<file path="config.mk">
export PLATFORM = sky130hd
export DESIGN_NAME = config_loader_flat
export DESIGN_NICKNAME = d
export VERILOG_FILES = /design/src/rtl/config_loader_if.sv /design/src/rtl/config_loader.sv /design/src/flat_wrapper.sv
export SDC_FILE = /design/constraint.sdc
export NUM_CORES = 1
export LEC_CHECK = 0
export ABC_CLOCK_PERIOD_IN_PS = 4000
export BUFFER_PORTS_ARGS = -buffer_cell sky130_fd_sc_hd__buf_2
export CORE_MARGIN = 5
export CORE_UTILIZATION = 53
export DETAILED_ROUTE_END_ITERATION = 6
export HOLD_SLACK_MARGIN = 0.06
export PLACE_DENSITY_LB_ADDON = 0.25
export SETUP_SLACK_MARGIN = 0.2
export SLEW_MARGIN = 20
export SYNTH_ARGS = -nofsm -noshare
export SYNTH_HDL_FRONTEND = slang
export SYNTH_SLANG_ARGS = --single-unit
</file>
<file path="constraint.sdc">
create_clock -name clk -period 4 [get_ports clk]
set_clock_uncertainty 0.15 [all_clocks]
set_input_delay 0.8 -clock clk [delete_from_list [all_inputs] [get_ports clk]]
set_output_delay 0.8 -clock clk [all_outputs]
set_load 0.005 [all_outputs]
</file>
<file path="src/rtl/config_loader_if.sv">
// Byte-stream input handshake and configuration-memory write port of the config loader.
// The master modport is the host link side; the slave modport is the loader.
interface config_loader_if;
    logic [7:0]  in_data;
    logic        in_valid;
    logic        in_ready;
    logic [31:0] config_data;
    logic [7:0]  config_addr;
    logic        config_wren;
    logic        busy;
    logic        pkt_ok;
    logic        pkt_err;
    logic [1:0]  err_code;

    modport master (
        output in_data, in_valid,
        input  in_ready, config_data, config_addr, config_wren,
        input  busy, pkt_ok, pkt_err, err_code
    );

    modport slave (
        input  in_data, in_valid,
        output in_ready, config_data, config_addr, config_wren,
        output busy, pkt_ok, pkt_err, err_code
    );
endinterface

</file>
<file path="src/rtl/config_loader.sv">
// Parses framed write packets (SYNC, ADDR, COUNT, COUNT*4 data bytes, CSUM) from a byte
// stream and issues one 32-bit configuration write per word with an auto-incrementing address.
module config_loader #(
    parameter logic [7:0] SYNC_BYTE      = 8'hA5,
    parameter int          TIMEOUT_CYCLES = 1000000
) (
    input  logic           clk,
    input  logic           reset,
    config_loader_if.slave bus
);

    localparam int TW = $clog2(TIMEOUT_CYCLES + 1);
    // The idle counter reads 0 in the first cycle after a consumed byte, so the abort
    // decision is taken when it holds TIMEOUT_CYCLES-2; the error pulse then lands
    // exactly TIMEOUT_CYCLES cycles after the last consumed byte.
    localparam logic [TW-1:0] TMO_LAST = TW'(TIMEOUT_CYCLES - 2);

    typedef enum logic [2:0] {
        S_IDLE,
        S_ADDR,
        S_COUNT,
        S_DATA,
        S_CSUM
    } state_t;

    state_t        r_state,  w_state_next;
    logic          r_in_ready;
    logic [7:0]    r_ptr,    w_ptr_next;
    logic [7:0]    r_cnt,    w_cnt_next;
    logic [7:0]    r_sum,    w_sum_next;
    logic [1:0]    r_idx,    w_idx_next;
    logic [23:0]   r_word,   w_word_next;
    logic [TW-1:0] r_tmo,    w_tmo_next;
    logic [31:0]   r_data,   w_data_next;
    logic [7:0]    r_addr,   w_addr_next;
    logic          r_wren,   w_wren_next;
    logic          r_ok,     w_ok_next;
    logic          r_err,    w_err_next;
    logic [1:0]    r_code,   w_code_next;

    logic          w_accept;
    logic          w_tmo_fire;
    logic [7:0]    w_sum_add;

    assign w_accept   = bus.in_valid & r_in_ready;
    assign w_tmo_fire = (r_state != S_IDLE) && (r_tmo == TMO_LAST);
    assign w_sum_add  = r_sum + bus.in_data;

    always_ff @(posedge clk or posedge reset) begin
        if (reset) begin
            r_state    <= S_IDLE;
            r_in_ready <= 1'b0;
            r_ptr      <= '0;
            r_cnt      <= '0;
            r_sum      <= '0;
            r_idx      <= '0;
            r_word     <= '0;
            r_tmo      <= '0;
            r_data     <= '0;
            r_addr     <= '0;
            r_wren     <= 1'b0;
            r_ok       <= 1'b0;
            r_err      <= 1'b0;
            r_code     <= '0;
        end else begin
            r_state    <= w_state_next;
            r_in_ready <= 1'b1;
            r_ptr      <= w_ptr_next;
            r_cnt      <= w_cnt_next;
            r_sum      <= w_sum_next;
            r_idx      <= w_idx_next;
            r_word     <= w_word_next;
            r_tmo      <= w_tmo_next;
            r_data     <= w_data_next;
            r_addr     <= w_addr_next;
            r_wren     <= w_wren_next;
            r_ok       <= w_ok_next;
            r_err      <= w_err_next;
            r_code     <= w_code_next;
        end
    end

    always_comb begin
        w_state_next = r_state;
        w_ptr_next   = r_ptr;
        w_cnt_next   = r_cnt;
        w_sum_next   = r_sum;
        w_idx_next   = r_idx;
        w_word_next  = r_word;
        w_tmo_next   = (r_state == S_IDLE || w_accept) ? '0 : r_tmo + TW'(1);
        w_data_next  = r_data;
        w_addr_next  = r_addr;
        w_wren_next  = 1'b0;
        w_ok_next    = 1'b0;
        w_err_next   = 1'b0;
        w_code_next  = r_code;

        // Timeout has priority: a byte offered in the abort cycle is dropped.
        if (w_tmo_fire) begin
            w_state_next = S_IDLE;
            w_err_next   = 1'b1;
            w_code_next  = 2'd2;
            w_idx_next   = '0;
            w_tmo_next   = '0;
        end else if (w_accept) begin
            unique case (r_state)
                S_IDLE: begin
                    if (bus.in_data == SYNC_BYTE) begin
                        w_state_next = S_ADDR;
                    end
                end
                S_ADDR: begin
                    w_ptr_next   = bus.in_data;
                    w_sum_next   = bus.in_data;
                    w_state_next = S_COUNT;
                end
                S_COUNT: begin
                    w_cnt_next   = bus.in_data;
                    w_sum_next   = w_sum_add;
                    w_idx_next   = '0;
                    w_state_next = (bus.in_data != 8'd0) ? S_DATA : S_CSUM;
                end
                S_DATA: begin
                    w_sum_next  = w_sum_add;
                    w_word_next = {r_word[15:0], bus.in_data};
                    w_idx_next  = r_idx + 2'd1;
                    if (r_idx == 2'd3) begin
                        w_data_next = {r_word, bus.in_data};
                        w_addr_next = r_ptr;
                        w_wren_next = 1'b1;
                        w_ptr_next  = r_ptr + 8'd1;
                        w_cnt_next  = r_cnt - 8'd1;
                        if (r_cnt == 8'd1) begin
                            w_state_next = S_CSUM;
                        end
                    end
                end
                S_CSUM: begin
                    if (w_sum_add == 8'd0) begin
                        w_ok_next   = 1'b1;
                        w_code_next = 2'd0;
                    end else begin
                        w_err_next  = 1'b1;
                        w_code_next = 2'd1;
                    end
                    w_state_next = S_IDLE;
                end
                default: w_state_next = S_IDLE;
            endcase
        end
    end

    assign bus.in_ready    = r_in_ready;
    assign bus.config_data = r_data;
    assign bus.config_addr = r_addr;
    assign bus.config_wren = r_wren;
    assign bus.busy        = (r_state != S_IDLE);
    assign bus.pkt_ok      = r_ok;
    assign bus.pkt_err     = r_err;
    assign bus.err_code    = r_code;

endmodule

</file>
<file path="src/flat_wrapper.sv">
// flat-port wrapper written by rule: the top's interface ports become plain ports
module config_loader_flat 
#(
    parameter logic [7:0] SYNC_BYTE      = 8'hA5,
    parameter int          TIMEOUT_CYCLES = 1000000
)
  (clk, reset, bus_in_data, bus_in_valid, bus_in_ready, bus_config_data, bus_config_addr, bus_config_wren, bus_busy, bus_pkt_ok, bus_pkt_err, bus_err_code);
  config_loader_if bus_i ();
  input  logic clk;
  input  logic reset;
  input wire logic [$bits(bus_i.in_data)-1:0] bus_in_data;
  input wire logic [$bits(bus_i.in_valid)-1:0] bus_in_valid;
  output wire logic [$bits(bus_i.in_ready)-1:0] bus_in_ready;
  output wire logic [$bits(bus_i.config_data)-1:0] bus_config_data;
  output wire logic [$bits(bus_i.config_addr)-1:0] bus_config_addr;
  output wire logic [$bits(bus_i.config_wren)-1:0] bus_config_wren;
  output wire logic [$bits(bus_i.busy)-1:0] bus_busy;
  output wire logic [$bits(bus_i.pkt_ok)-1:0] bus_pkt_ok;
  output wire logic [$bits(bus_i.pkt_err)-1:0] bus_pkt_err;
  output wire logic [$bits(bus_i.err_code)-1:0] bus_err_code;
  assign bus_i.in_data = bus_in_data;
  assign bus_i.in_valid = bus_in_valid;
  assign bus_in_ready = bus_i.in_ready;
  assign bus_config_data = bus_i.config_data;
  assign bus_config_addr = bus_i.config_addr;
  assign bus_config_wren = bus_i.config_wren;
  assign bus_busy = bus_i.busy;
  assign bus_pkt_ok = bus_i.pkt_ok;
  assign bus_pkt_err = bus_i.pkt_err;
  assign bus_err_code = bus_i.err_code;
  config_loader #(.SYNC_BYTE(SYNC_BYTE), .TIMEOUT_CYCLES(TIMEOUT_CYCLES)) u_core (.clk(clk), .reset(reset), .bus(bus_i));
endmodule
</file>
Word-level counts from Yosys, hierarchy flattened
Cells that the tools add are included.
{"block": "totals", "reg_bits": 119, "input_bits": 11}
{"block": "op_classes", "addsub": 5, "n_eq_ne": 12, "muxes": 33, "bitwise_logic": 2, "n_reduce_logical": 21}
{"operator": "$pmux W8 S2", "n": 3}
{"operator": "$mux W20", "n": 2}
{"operator": "$add A20 B1 Y20 const B", "n": 1}
{"operator": "$eq A20 B20 Y1 const B", "n": 1}
{"operator": "$mux W3", "n": 6}
{"operator": "$mux W8", "n": 2}
{"operator": "$reduce_and A4 Y1", "n": 4}
{"operator": "$mux W1", "n": 13}
{"operator": "$pmux W3 S4", "n": 1}
{"operator": "$mux W2", "n": 5}
{"operator": "$reduce_bool A2 Y1", "n": 5}
{"operator": "$add A8 B1 Y8 const B", "n": 1}
{"operator": "$add A8 B8 Y8", "n": 1}
{"operator": "$eq A8 B1 Y1 const B", "n": 1}
{"operator": "$eq A8 B8 Y1 const B", "n": 1}
{"operator": "$logic_not A8 Y1", "n": 1}
{"operator": "$reduce_bool A8 Y1", "n": 1}
{"operator": "$sub A8 B1 Y8 const B", "n": 1}
{"operator": "$eq A3 B2 Y1 const B", "n": 2}
{"operator": "$ne A3 B1 Y1 const B", "n": 2}
{"operator": "$reduce_and A3 Y1", "n": 2}
{"operator": "$reduce_bool A3 Y1", "n": 2}
{"operator": "$pmux W2 S2", "n": 1}
{"operator": "$reduce_and A2 Y1", "n": 2}
{"operator": "12 further kinds", "n": 12}

Logic depth before layout (Yosys ltp)
{"block": "logic_depth", "ltp_word": 6, "mapped_depth": 10, "ltp_nobuf": 9}

Worst setup path after synthesis
No wires, ideal clock.
{"block": "synth_timing", "kind": "flip-flop to flip-flop", "start": "register u_core.r_tmo[6]", "end": "register u_core.r_addr[0], in the netlist u_core.bus.config_addr[0]", "setup_ns": 0.125, "arrival_ns": 2.486, "required_ns": 3.725, "slack_ns": 1.240, "path_stages_with_launch": 9, "path_buffers": 2, "period_less_slack_ns": 2.760, "path_cell_list": "dfrtp_1 -> or4b_1 -> or4_1 -> buf_6 -> nor2_4 -> nor3_2 -> nand2_1 -> buf_4 -> mux2_2"}
{"block": "synth_between", "elab_chain_cells": 4}
{"element": "start: declaration", "line_no": "config_loader.sv:33", "rtl": "logic [TW-1:0] r_tmo, w_tmo_next;"}
{"element": "start signal: assignment", "line_no": "config_loader.sv:73", "rtl": "r_tmo <= w_tmo_next;"}
{"element": "$eq A20 B20 Y1", "line_no": "config_loader.sv:46", "rtl": "assign w_tmo_fire = (r_state != S_IDLE) && (r_tmo == TMO_LAST);"}
{"element": "$logic_and A1 B1 Y1", "line_no": "config_loader.sv:46"}
{"element": "$not A1 Y1 (no line)"}
{"element": "$reduce_and A4 Y1 (no line)"}
{"element": "end signal: assignment", "line_no": "config_loader.sv:75", "rtl": "r_addr <= w_addr_next;"}
{"element": "end: declaration", "line_no": "config_loader.sv:35", "rtl": "logic [7:0] r_addr, w_addr_next;"}
No other way between the ends.
A chain may end at the register's enable or synchronous reset.

Worst setup path in the final report
{"block": "layout_timing", "start": "register u_core.r_tmo[6]", "end": "register u_core.r_data[23], in the netlist u_core.bus.config_data[23]"}
{"block": "layout_between", "elab_chain_cells": 4}
{"element": "$eq A20 B20 Y1", "line_no": "config_loader.sv:46"}
{"element": "$logic_and A1 B1 Y1", "line_no": "config_loader.sv:46"}
{"element": "$not A1 Y1 (no line)"}
{"element": "$reduce_and A4 Y1 (no line)"}
{"element": "end signal: assignment", "line_no": "config_loader.sv:74", "rtl": "r_data <= w_data_next;"}
{"element": "end: declaration", "line_no": "config_loader.sv:34", "rtl": "logic [31:0] r_data, w_data_next;"}
No other way between the ends.

==> impl_results.rst <==
.. list-table::
   :header-rows: 1

   * - Metric
     - Value
   * - Clk root buf
     - clkbuf_8
   * - Number of synthesized flops with an enable pin
     - 0
   * - Maximum root-to-sink buffer count
     - 2
   * - Area of the multi-input gates
     - roughly 0.0025 mm²
   * - Mux contribution to synthesized area
     - 13.8%
   * - Share of the yosys chip area belonging to registers
     - 53.1%
   * - Worst-path cell chain
     - or4b_1, or4_1, nor2_4, nor3_4, nand2_2, buf_4, mux2_2
   * - Total wire length after detailed routing
     - ~12 mm
   * - Remaining number of nets flagged by the antenna check after routing
     - 0
   * - Final routed DRC violation total
     - 0
   * - Detailed-route vias per instance
     - about 5.6
   * - Number of port buffers
     - 57
   * - Data required time at the worst endpoint
     - about 4.3 ns
   * - CTS hold repair buffers
     - 0
   * - Routed wirelength normalized by instance count
     - ~16 µm
   * - Static leakage power
     - approximately 3.2 nW
   * - Clock-pin slew reported for the worst setup and hold paths after clock tree synthesis
     - around 0.060 ns
   * - Commonest cells post-synth
     - dfrtp_1, mux2_2, nor2_1, nand2_1, a21oi_1
   * - Count of TritonRoute iterations in the first routing pass
     - 4
   * - Vias in the first global route
     - roughly 4.1k
   * - Top Ports
     - 58
   * - Post-CTS Setup Inserts
     - 0
   * - Largest family of logic cells by synthesized area
     - multiplexers
   * - Cell taking the most area after synthesis
     - dfrtp_1
   * - Row Count
     - 37
   * - Total vias in the final route
     - ~4k
   * - # fillers
     - ~820
   * - F_max
     - around 300 MHz
   * - Compound-gate portion of the synthesized area
     - between 10% and 20%
   * - Max Fanout on Critical Path
     - 41
   * - Number of levels in the clock H-tree
     - 4
   * - Count of nets after finishing
     - around 600
   * - Antenna violations before repair
     - 0
   * - Crit Path Class
     - reg -> reg
   * - DRC marker count from the first detailed-route iteration
     - 208
   * - Primary FF master, synth
     - dfrtp_1
   * - Worst Setup End Kind
     - flip-flop
   * - Wire length of the first global-routing pass
     - about 20 mm
   * - Post-route fraction of the period consumed by the critical path
     - between 80% and 90%
   * - Post-cts repair resize count
     - 0
   * - Worst-margin pin slew
     - approximately 0.77 ns
   * - Die ar.
     - around 0.013 mm²
   * - Power per cell area
     - 631 mW/mm²
   * - Adder-cell area share of the yosys netlist
     - 3.26%
   * - CTS tree
     - done
   * - Number of hold violations in the final report
     - 0
   * - Synth Area in XOR/XNOR
     - under 10%
   * - Reg2reg start
     - u_core.r_tmo[6]
   * - Clock latency on the worst-skew pair
     - between 0.5 and 0.6 ns
   * - Relative area change from synthesis to final layout
     - 17.5%
   * - Reg-to-reg setup timing slack
     - 0.66 ns
   * - RSZ-0062 raised after global routing
     - false
   * - Gpl congestion
     - 0.888
   * - Sequential standard cell area
     - ~0.0030 mm²
   * - Post-Syn Nets
     - between 500 and 600
   * - Path type of the worst min-delay path
     - in -> async
   * - Run status
     - complete, no violations
   * - Largest net degree at the start of global routing
     - between 100 and 150
   * - Die height
     - approximately 110 µm
   * - End of the worst register-to-register path
     - u_core.bus.config_data[23]
   * - Clock Sink Count
     - ~120
   * - Half-perimeter wire length of the detailed placement result
     - between 7 and 8 mm
   * - Leading cell type by number of instances after synthesis
     - dfrtp_1
   * - Setup crit start kind
     - flip-flop
   * - Count of mapped cells out of synthesis
     - between 500 and 600
   * - Critical-path cell with the highest stage delay
     - or4_1
   * - Number of max-capacitance violations reported
     - 0
   * - VDD IR-drop max
     - approximately 280 µV
   * - Area fraction of the dominant cell type after synthesis
     - 53.1%
   * - Initial Util
     - roughly 54%
   * - Fraction of registers with async set/reset
     - between 90% and 100%
   * - Aggregate global routing overflow
     - 0
   * - Final-report setup violation count
     - 0
   * - Final core utilization
     - a little under two thirds
   * - Overall Global Routing Usage
     - between 15 and 20%
   * - Post-synthesis sequential element count
     - about 120
   * - Final sum of negative setup slack
     - 0 ns
   * - Post-synthesis cell type count
     - 60
   * - Max-slew violation count
     - 0
   * - Biggest cell delay along the critical path
     - around 0.65 ns
   * - Number of cells on the worst reg-to-reg path
     - 7
   * - Worst slew margin relative to its limit
     - roughly 49%
   * - Main area contributors after synthesis
     - dfrtp_1, mux2_2, nor2_1
   * - Synth Area in Simple Gates
     - between 10% and 20%
   * - Data arrival time at the worst-slack endpoint
     - between 3 and 4 ns
   * - Width of the die
     - about 110 µm
   * - Post-Synthesis Mean Instance Area
     - approximately 11 µm²
   * - Min Tclk post-route
     - about 3.3 ns
   * - Number of buffers created by CTS
     - 17
   * - Placeable core area
     - slightly above 0.01 mm²
   * - Synth warnings
     - 0
   * - Proportion of layout cells with a drive suffix above 1
     - between 20 and 30%
   * - Post-synth design cell area
     - about 0.0056 mm²
   * - N_diodes
     - 0
registers in the layout, indices dropped and copies added, names as in the netlist:
name                    count
u_core.bus.err_code         2
u_core.bus.config_data     32
u_core.r_ptr                8
u_core.r_idx                2
u_core.bus.in_ready         1
u_core.bus.config_wren      1
u_core.r_sum                8
u_core.r_tmo               20
u_core.r_state              3
u_core.bus.pkt_ok           1
u_core.bus.config_addr      8
u_core.r_word              24
u_core.bus.pkt_err          1
u_core.r_cnt                8
critical path: cells and delay by family, from the launching register on:
family | cells | cell delay [ns]
flops | 1 | 0.44
buf+inv | 1 | 0.44
simple gates | 5 | 1.74
mux | 1 | 0.40
cell families after synthesis:
kind of cell               after synthesis
adders and majority gates               14
buffers and inverters                   37
xor gates and xnor gates                21
muxes                                   69
DFF                                    119
and+or+nand+nor                        152
other                                    1
AOI/OAI and AO/OA                       92
power breakdown:
group,internal (mW),switching (mW)
clock network,0.957,0.505
logic,0.441,0.584
registers,1.44,0.233
through the flow:
stage                     cells  worst slack, ns  power, mW  hold slack (ns)  area (µm²)
final                       712            0.664       4.16            0.275        6590
after global routing        712            0.508       4.43            0.364        6590
after CTS                   712            0.653       4.19            0.323        6590
after detailed placement    681            0.707       2.70            0.332        6020
after global placement      681            0.774       2.65            0.327        6020
after floorplan             505             1.24       2.44            0.304        5610
placed cells by master (no fill, tap or decap), drive strengths merged, types with 4 or more instances in the layout:
| cell | n |
|---|---|
| and3 | 5 |
| a31oi | 7 |
| o21ai | 26 |
| xnor2 | 8 |
| dfrtp | 119 |
| nor3 | 11 |
| nor4 | 5 |
| nor2b | 6 |
| buf | 61 |
| inv | 15 |
| nand4 | 4 |
| or3 | 6 |
| mux2 | 66 |
| ha | 13 |
| nand2 | 43 |
| a21oi | 25 |
| clkinv | 5 |
| o31ai | 5 |
| xor2 | 13 |
| o211ai | 4 |
| nand3 | 9 |
| clkbuf | 22 |
| nor2 | 48 |
| or4 | 4 |
how the worst max path moves through the flow:
stage,from,to,cells past startpoint
after floorplan,u_core.r_tmo[6],u_core.bus.config_addr[0],8
after global placement,u_core.r_tmo[6],u_core.bus.config_data[17],7
after detailed placement,u_core.r_tmo[6],u_core.bus.config_data[5],7
after CTS,u_core.r_tmo[6],u_core.bus.config_data[5],7
after global routing,u_core.r_tmo[6],u_core.bus.config_data[23],7
final,u_core.r_tmo[6],u_core.bus.config_data[23],7
routing by layer:
metal | up-vias | GRT usage, % | share of wire (%)
met5 | - | 0 | 0
met3 | 16 | 5.29 | 4.6
met2 | 77 | 32.0 | 51
met4 | 0 | 8.17 | 1.4
met1 | 1997 | 24.3 | 43
li1 | 1914 | - | -
final cells by class:
type                       instances  share of cell area [%]
sequential                       119                    45.2
multi-input combinational        349                    37.7
clock buffer                      22                    6.72
timing repair buffer              61                    4.97
tap                              136                    2.58
clock inverter                     9                    1.92
inverter                          16                   0.968
(Power assumes the default switching activity.)
